<file path="src/rtl/pend_dispatch_pkg.sv">
// rtl/pend_dispatch_pkg.sv - shared widths, vector type and FSM state for pend_dispatch
package pend_dispatch_pkg;

    localparam int N_REQ = 8;
    localparam int IDX_W = $clog2(N_REQ);

    typedef logic [N_REQ-1:0] req_vec_t;

    typedef enum logic {
        IDLE  = 1'b0,
        OFFER = 1'b1
    } state_t;

endpackage

</file>
<file path="src/rtl/pend_prio_enc.sv">
// rtl/pend_prio_enc.sv - combinational highest-set-bit encoder
//
// Ports:
//   req_i  in   N  request vector, bit N-1 has highest priority
//   idx_o  out  W  index of the highest set bit (0 when none set)
//   any_o  out  1  at least one bit of req_i is set
module pend_prio_enc
    import pend_dispatch_pkg::*;
#(
    parameter int N = N_REQ,
    parameter int W = IDX_W
) (
    input  logic [N-1:0] req_i,
    output logic [W-1:0] idx_o,
    output logic         any_o
);

    // Ascending scan: the last set bit seen is the highest, so it wins.
    always_comb begin
        idx_o = '0;
        for (int i = 0; i < N; i++) begin
            if (req_i[i]) begin
                idx_o = W'(i);
            end
        end
    end

    assign any_o = |req_i;

endmodule

</file>
<file path="src/rtl/pend_dispatch.sv">
// rtl/pend_dispatch.sv - sticky request collector with highest-index valid/ready dispatch
//
// Ports:
//   clk          in   1      rising-edge clock
//   rst          in   1      synchronous reset, active-high
//   req_i        in   N_REQ  request pulses, ORed into the pending vector
//   out_ready_i  in   1      consumer accepts the offered index
//   out_valid_o  out  1      offered index is valid (registered)
//   out_idx_o    out  IDX_W  offered index, held until accepted (registered)
//   pend_o       out  N_REQ  pending request vector (registered)
//   ovf_o        out  1      sticky duplicate-request flag (PEND_OVF_EN only)
//   ovf_clr_i    in   1      clears ovf_o (PEND_OVF_EN only)
//
// Build option: define PEND_OVF_EN to add the overflow flag and its clear input.
module pend_dispatch
    import pend_dispatch_pkg::*;
(
    input  logic             clk,
    input  logic             rst,
    input  logic [N_REQ-1:0] req_i,
    input  logic             out_ready_i,
    output logic             out_valid_o,
    output logic [IDX_W-1:0] out_idx_o,
`ifdef PEND_OVF_EN
    output logic             ovf_o,
    input  logic             ovf_clr_i,
`endif
    output logic [N_REQ-1:0] pend_o
);

    state_t           state_q, state_d;
    req_vec_t         pend_q, pend_d;
    logic             out_valid_q, out_valid_d;
    logic [IDX_W-1:0] out_idx_q, out_idx_d;

    req_vec_t         clr_mask;
    logic             handshake;
    logic [IDX_W-1:0] enc_idx;
    logic             pend_any;

    pend_prio_enc #(
        .N (N_REQ),
        .W (IDX_W)
    ) u_enc (
        .req_i (pend_q),
        .idx_o (enc_idx),
        .any_o (pend_any)
    );

    assign handshake = out_valid_q & out_ready_i;
    assign clr_mask  = handshake ? (req_vec_t'(1) << out_idx_q) : '0;

    // Request OR applied after the clear so a same-cycle re-request survives.
    assign pend_d = (pend_q & ~clr_mask) | req_i;

    always_comb begin
        state_d = state_q;
        case (state_q)
            IDLE:    if (pend_any)    state_d = OFFER;
            OFFER:   if (out_ready_i) state_d = IDLE;
            default: state_d = IDLE;
        endcase
    end

    // Index is latched only on the IDLE->OFFER step, keeping it stable
    // through the whole offer even if a higher request lands meanwhile.
    always_comb begin
        out_valid_d = out_valid_q;
        out_idx_d   = out_idx_q;
        case (state_q)
            IDLE: begin
                if (pend_any) begin
                    out_valid_d = 1'b1;
                    out_idx_d   = enc_idx;
                end
            end
            OFFER: begin
                if (out_ready_i) begin
                    out_valid_d = 1'b0;
                end
            end
            default: out_valid_d = 1'b0;
        endcase
    end

`ifdef PEND_OVF_EN
    logic ovf_q, ovf_d;

    // Duplicate request on a bit that stays pending; set wins over clear.
    always_comb begin
        ovf_d = ovf_q & ~ovf_clr_i;
        if (|(req_i & pend_q & ~clr_mask)) begin
            ovf_d = 1'b1;
        end
    end

    always_ff @(posedge clk) begin
        if (rst) begin
            ovf_q <= 1'b0;
        end else begin
            ovf_q <= ovf_d;
        end
    end

    assign ovf_o = ovf_q;
`endif

    always_ff @(posedge clk) begin
        if (rst) begin
            state_q     <= IDLE;
            pend_q      <= '0;
            out_valid_q <= 1'b0;
            out_idx_q   <= '0;
        end else begin
            state_q     <= state_d;
            pend_q      <= pend_d;
            out_valid_q <= out_valid_d;
            out_idx_q   <= out_idx_d;
        end
    end

    assign out_valid_o = out_valid_q;
    assign out_idx_o   = out_idx_q;
    assign pend_o      = pend_q;

endmodule

</file>
<file path="config.mk">
export PLATFORM = sky130hd
export DESIGN_NAME = pend_dispatch
export DESIGN_NICKNAME = d
export VERILOG_FILES = /design/src/rtl/pend_dispatch_pkg.sv /design/src/rtl/pend_prio_enc.sv /design/src/rtl/pend_dispatch.sv
export SDC_FILE = /design/constraint.sdc
export NUM_CORES = 1
export LEC_CHECK = 0
export ABC_AREA = 0
export CELL_PAD_IN_SITES_DETAIL_PLACEMENT = 0
export CELL_PAD_IN_SITES_GLOBAL_PLACEMENT = 1
export CORE_MARGIN = 2
export CORE_UTILIZATION = 28
export DETAILED_ROUTE_END_ITERATION = 10
export PLACE_DENSITY_LB_ADDON = 0.3
export SLEW_MARGIN = 25
export SYNTH_ARGS = -nofsm -noshare
export SYNTH_HDL_FRONTEND = slang
export SYNTH_SLANG_ARGS = --single-unit
export TNS_END_PERCENT = 10
</file>
<file path="constraint.sdc">
create_clock -name clk -period 1.5 [get_ports clk]
set_clock_uncertainty 0.05 [all_clocks]
set_input_delay 0.225 -clock clk [delete_from_list [all_inputs] [get_ports clk]]
set_output_delay 0.225 -clock clk [all_outputs]
set_load 0.02 [all_outputs]
</file>
# Word-level counts from Yosys, hierarchy flattened
# Cells that the tools add are included.
# op_classes
n_reduce_logical	3
n_eq_ne	2
bitwise	5
n_mux	14
n_shift	1
# ops
op	n
3-bit 2-to-1 mux	4
8-bit AND	1
8-bit 2-to-1 mux	1
8-bit NOT	1
8-bit bitwise OR	1
8-bit OR reduction	1
1-bit by 3-bit left shift with 8-bit output (first input constant)	1
1-bit 2-to-1 mux	5
2-bit 2-to-1 mux	2
2-bit != test (second input constant)	2
1-bit one-hot mux with 2 select lines	2
2-bit AND reduction	2
1-bit AND	1
1-bit NOT	1
# totals
input_bits	11
output_inout_bits	12
register_bits	13
word_cells	29

# Logic depth before layout (Yosys ltp)
# depth
word_depth	7
mapped_depth	4

# Modules after synthesis
# A second synthesis with hierarchy kept.
# hier_totals
hier_cells	69
area_unflattened_um2	559.3
# modules_own_cells
mod	area_per_inst_um2	n_inst	cells_per_inst
pend_dispatch	493.0	1	57
pend_prio_enc	66.3	1	12

# Worst setup path after synthesis
# OpenSTA, ideal clock, no wires.
# synth_path
kind	register to register
start	register out_valid_q, in the netlist out_valid_o
end	register pend_q[4], in the netlist pend_o[4]
arrival_ns	1.083
path_stages_with_launch	5
synth_period_minus_slack_ns	1.260
setup_slack_ns	0.240
required_ns	1.322
setup_time_ns	0.128
path_buffers	0
cell_sequence	dfxtp_1 > nand3_1 > or3_1 > a21oi_1 > nor2_1
# synth_via
elab_chain_len	5
# synth_rtl
element	line	source
start: declaration	pend_dispatch.sv:33	logic out_valid_q, out_valid_d;
start signal: assignment	pend_dispatch.sv:117	out_valid_q <= out_valid_d;
1-bit AND	pend_dispatch.sv:50	assign handshake = out_valid_q & out_ready_i;
8-bit 2-to-1 mux	pend_dispatch.sv:51	assign clr_mask = handshake ? (req_vec_t'(1) << out_idx_q) : '0;
8-bit NOT	pend_dispatch.sv:54	assign pend_d = (pend_q & ~clr_mask) | req_i;
8-bit AND	pend_dispatch.sv:54	
8-bit bitwise OR	pend_dispatch.sv:54	
end signal: assignment	pend_dispatch.sv:116	pend_q <= pend_d;
end: declaration	pend_dispatch.sv:32	req_vec_t pend_q, pend_d;
# No other way between the ends.
# A chain may end at the register's enable or synchronous reset.

# Worst setup path after layout
# layout_path
start	register pend_q[4], in the netlist pend_o[4]
end	output pend_o[4]
# layout_rtl
element	line	source
end: declaration	pend_dispatch.sv:28	output logic [N_REQ-1:0] pend_o
# No word-level cell between the ends.

==> impl_metrics.toml <==
[power]
total_power_uw = 821
p_leak_nw = 0.387
seqPwrFrac_pct = 49.6
pwr-share-clk_pct = 26.0
netSwitchingPower_uw = 244
switching_share_pct = 29.7
p_comb_share_pct = 24.4
ir_drop_uv = 623
p_int_uw = 578
p_per_area_nw_per_um2 = 944

[die]
rows = 16
start_util_pct = 29.2
fp.dieW_um = 49.0
die_area_um2 = 2400
die_height_um = 49.0
core_um2 = 1940
io_pins = 23

[timing]
fin_crit_ps = 1370
finalHoldViolCount = 0
worst_hold_slack_ps = 437
fmax_ghz = 0.728
rsz0062_at_grt = "false"
finalCritPeriodShare_pct = 91.5
finalSetupViolCount = 0
layout_setup_ws_ps = 127
tightest_slew_ps = 504
setup_tns_ps = 0
drv_slew = 0
slew_headroom_pct = 66.3

[synth]
synthDistinctLibCells = 19
synth_top_area_share_pct = 45.9
syn_nets = 78
synth_seq_cells = 13
syn_area_um2 = 567
yosysTopAreaCell = "dfxtp_1"
synth_warnings = 0
yosys-top-cells-area = "dfxtp_1 46%, a21oi_1 11%, nor4_4 7.5%, o21ai_0 6.2%, inv_1 5.3%"
ys_seq_area_share_pct = 45.9
syn_inst = 67
avgSynthCellArea_um2 = 8.46

[setup_path]
worstPathArrival_ps = 1100
crit_family = "flip-flops"
end_kind = "primary output"
worstReg2RegEnd = "out_idx_o[0]"
cp-endpoint = "pend_o[4]"
max_stage_delay_ps = 460
crit_type = "register to primary output"
r2r_setup_slack_ps = 260
worstRegToRegCells = 4
crit_path_top_delay_cell = "dfxtp_1"
critPathLaunch = "pend_o[4]"
critPathLaunchType = "register"
crit_path_max_fanout = 5
crit_chain = "dlygate4sd2_1"
required_ps = 1220
critical_path_depth = 1
r2r-start = "pend_o[6]"
path_buf_inv = 1

[place]
dpl_cell_area_um2 = 855
dpl_worst_slack_ps = -20.3
dp.final_hpwl_mm = 1.03
dp_cells = 120
place.gp.congestion = 0.759
port_buffers = 22

[cells_and_area]
finalInstanceArea_um2 = 870
nets = 109
syn_to_final_growth_pct = 53.4
final_cells = 124
drive_above_1_share_pct = 13.4
final_common_cell = "dfxtp_1"
layout_common_cells = "13 x dfxtp_1, 12 x a21oi_1, 11 x dlygate4sd2_1"
fin_util_pct = 44.8
antenna_cells = 0

[cts]
numCtsBuffers = 3
htreeDepth = 1
clkLatencyLatePin_ps = 270
cts-root-buf = "clkbuf_4"
clock_path_buffers = 2
path_clk_slew_ps = 80
cts_tree = "built"
clock-sinks = 13

[grt]
gr-total-overflow = 0
grt_pass1_vias = 563
grt_pass1_wl_mm = 2.32
grt_max_degree = 14
grt_antenna_before_repair = 0
grt_usage_pct = 13.0

[route]
drtIter0Drc = 5
drc = 0
drt_wl_total_mm = 1.35
drtPass1Iterations = 4
via_per_inst = 4.58
vias = 568
drt-wirelength-per-cell_um = 10.9
antenna_left = 0

[outcome]
outcome = "complete, no violations"

[job]
cap_viol_max_count = 0

[hold_path]
worstHoldPathType = "primary input to register"
==> how the worst min path moves through the flow <==
| stage | slack (ps) | endpoint | startpoint | cells past startpoint |
|---|---|---|---|---|
| floorplan | 240 | out_idx_o[0] | rst | 1 |
| global placement | 440 | out_idx_o[2] | out_idx_o[2] | 2 |
| detailed placement | 450 | out_idx_o[2] | out_idx_o[2] | 2 |
| CTS | 430 | pend_o[7] | req_i[7] | 3 |
| global route | 440 | pend_o[7] | req_i[7] | 3 |
| finish | 440 | pend_o[7] | req_i[7] | 3 |
==> registers in the layout, summed over array words and instances, names as in the netlist <==
signal / count
out_valid_o: 1
state_q: 1
out_idx_o: 3
pend_o: 8
==> routing by layer <==
| layer | global-route usage [%] | routed length, µm | up-vias | share of wire (%) |
|---|---|---|---|---|
| li1 | - | - | 291 | - |
| met1 | 14.6 | 596 | 258 | 44 |
| met2 | 21.9 | 656 | 17 | 49 |
| met3 | 5.83 | 82 | 2 | 6.1 |
| met4 | 4.29 | 12 | 0 | 0.89 |
| met5 | 0 | 0 | - | 0 |
==> power by group through the flow <==
stage          combinational, mW  sequential, mW  clock [mW]
6_report                   0.201           0.407       0.213
3_3_place_gp               0.220           0.417           0
4_1_cts                    0.205           0.408       0.227
5_1_grt                    0.221           0.413       0.240
2_1_floorplan             0.0691           0.452           0
3_5_place_dp               0.220           0.417           0
==> repair_timing <==
item | 4_1_cts | 5_1_grt
buffers inserted | 0 | 0
gates resized for setup | 11 | 1
endpoints found under the setup margin | 11 | 1
hold buffers | 0 | 0
==> synthesized netlist by cell type <==
| cell type | instances |
|---|---|
| clkbuf_1 | 1 |
| nand2b_1 | 2 |
| nor4_4 | 2 |
| o21ai_0 | 7 |
| nand3_1 | 1 |
| or3_1 | 2 |
| nor3_1 | 2 |
| a211oi_1 | 1 |
| or2_2 | 1 |
| nor3b_1 | 1 |
| nor2_1 | 7 |
| nand3b_1 | 1 |
| dfxtp_1 | 13 |
| nor3_2 | 1 |
| nand2_1 | 3 |
| a21oi_2 | 1 |
| a21oi_1 | 12 |
| o311a_1 | 1 |
| inv_1 | 8 |
==> cell families after synthesis <==
family          synth area share, %
buf+inv                        5.96
flops                          45.9
simple gates                   26.7
compound gates                 21.4
==> area by class of cell <==
type / instances / area, µm²
inverter: 8 / 30.0
clock buffer: 4 / 26.3
fill: 221 / 1070
sequential: 13 / 260
multi-input combinational: 45 / 273
tap: 27 / 33.8
timing repair buffer: 27 / 246
Power figures use the tool's default switching activity.
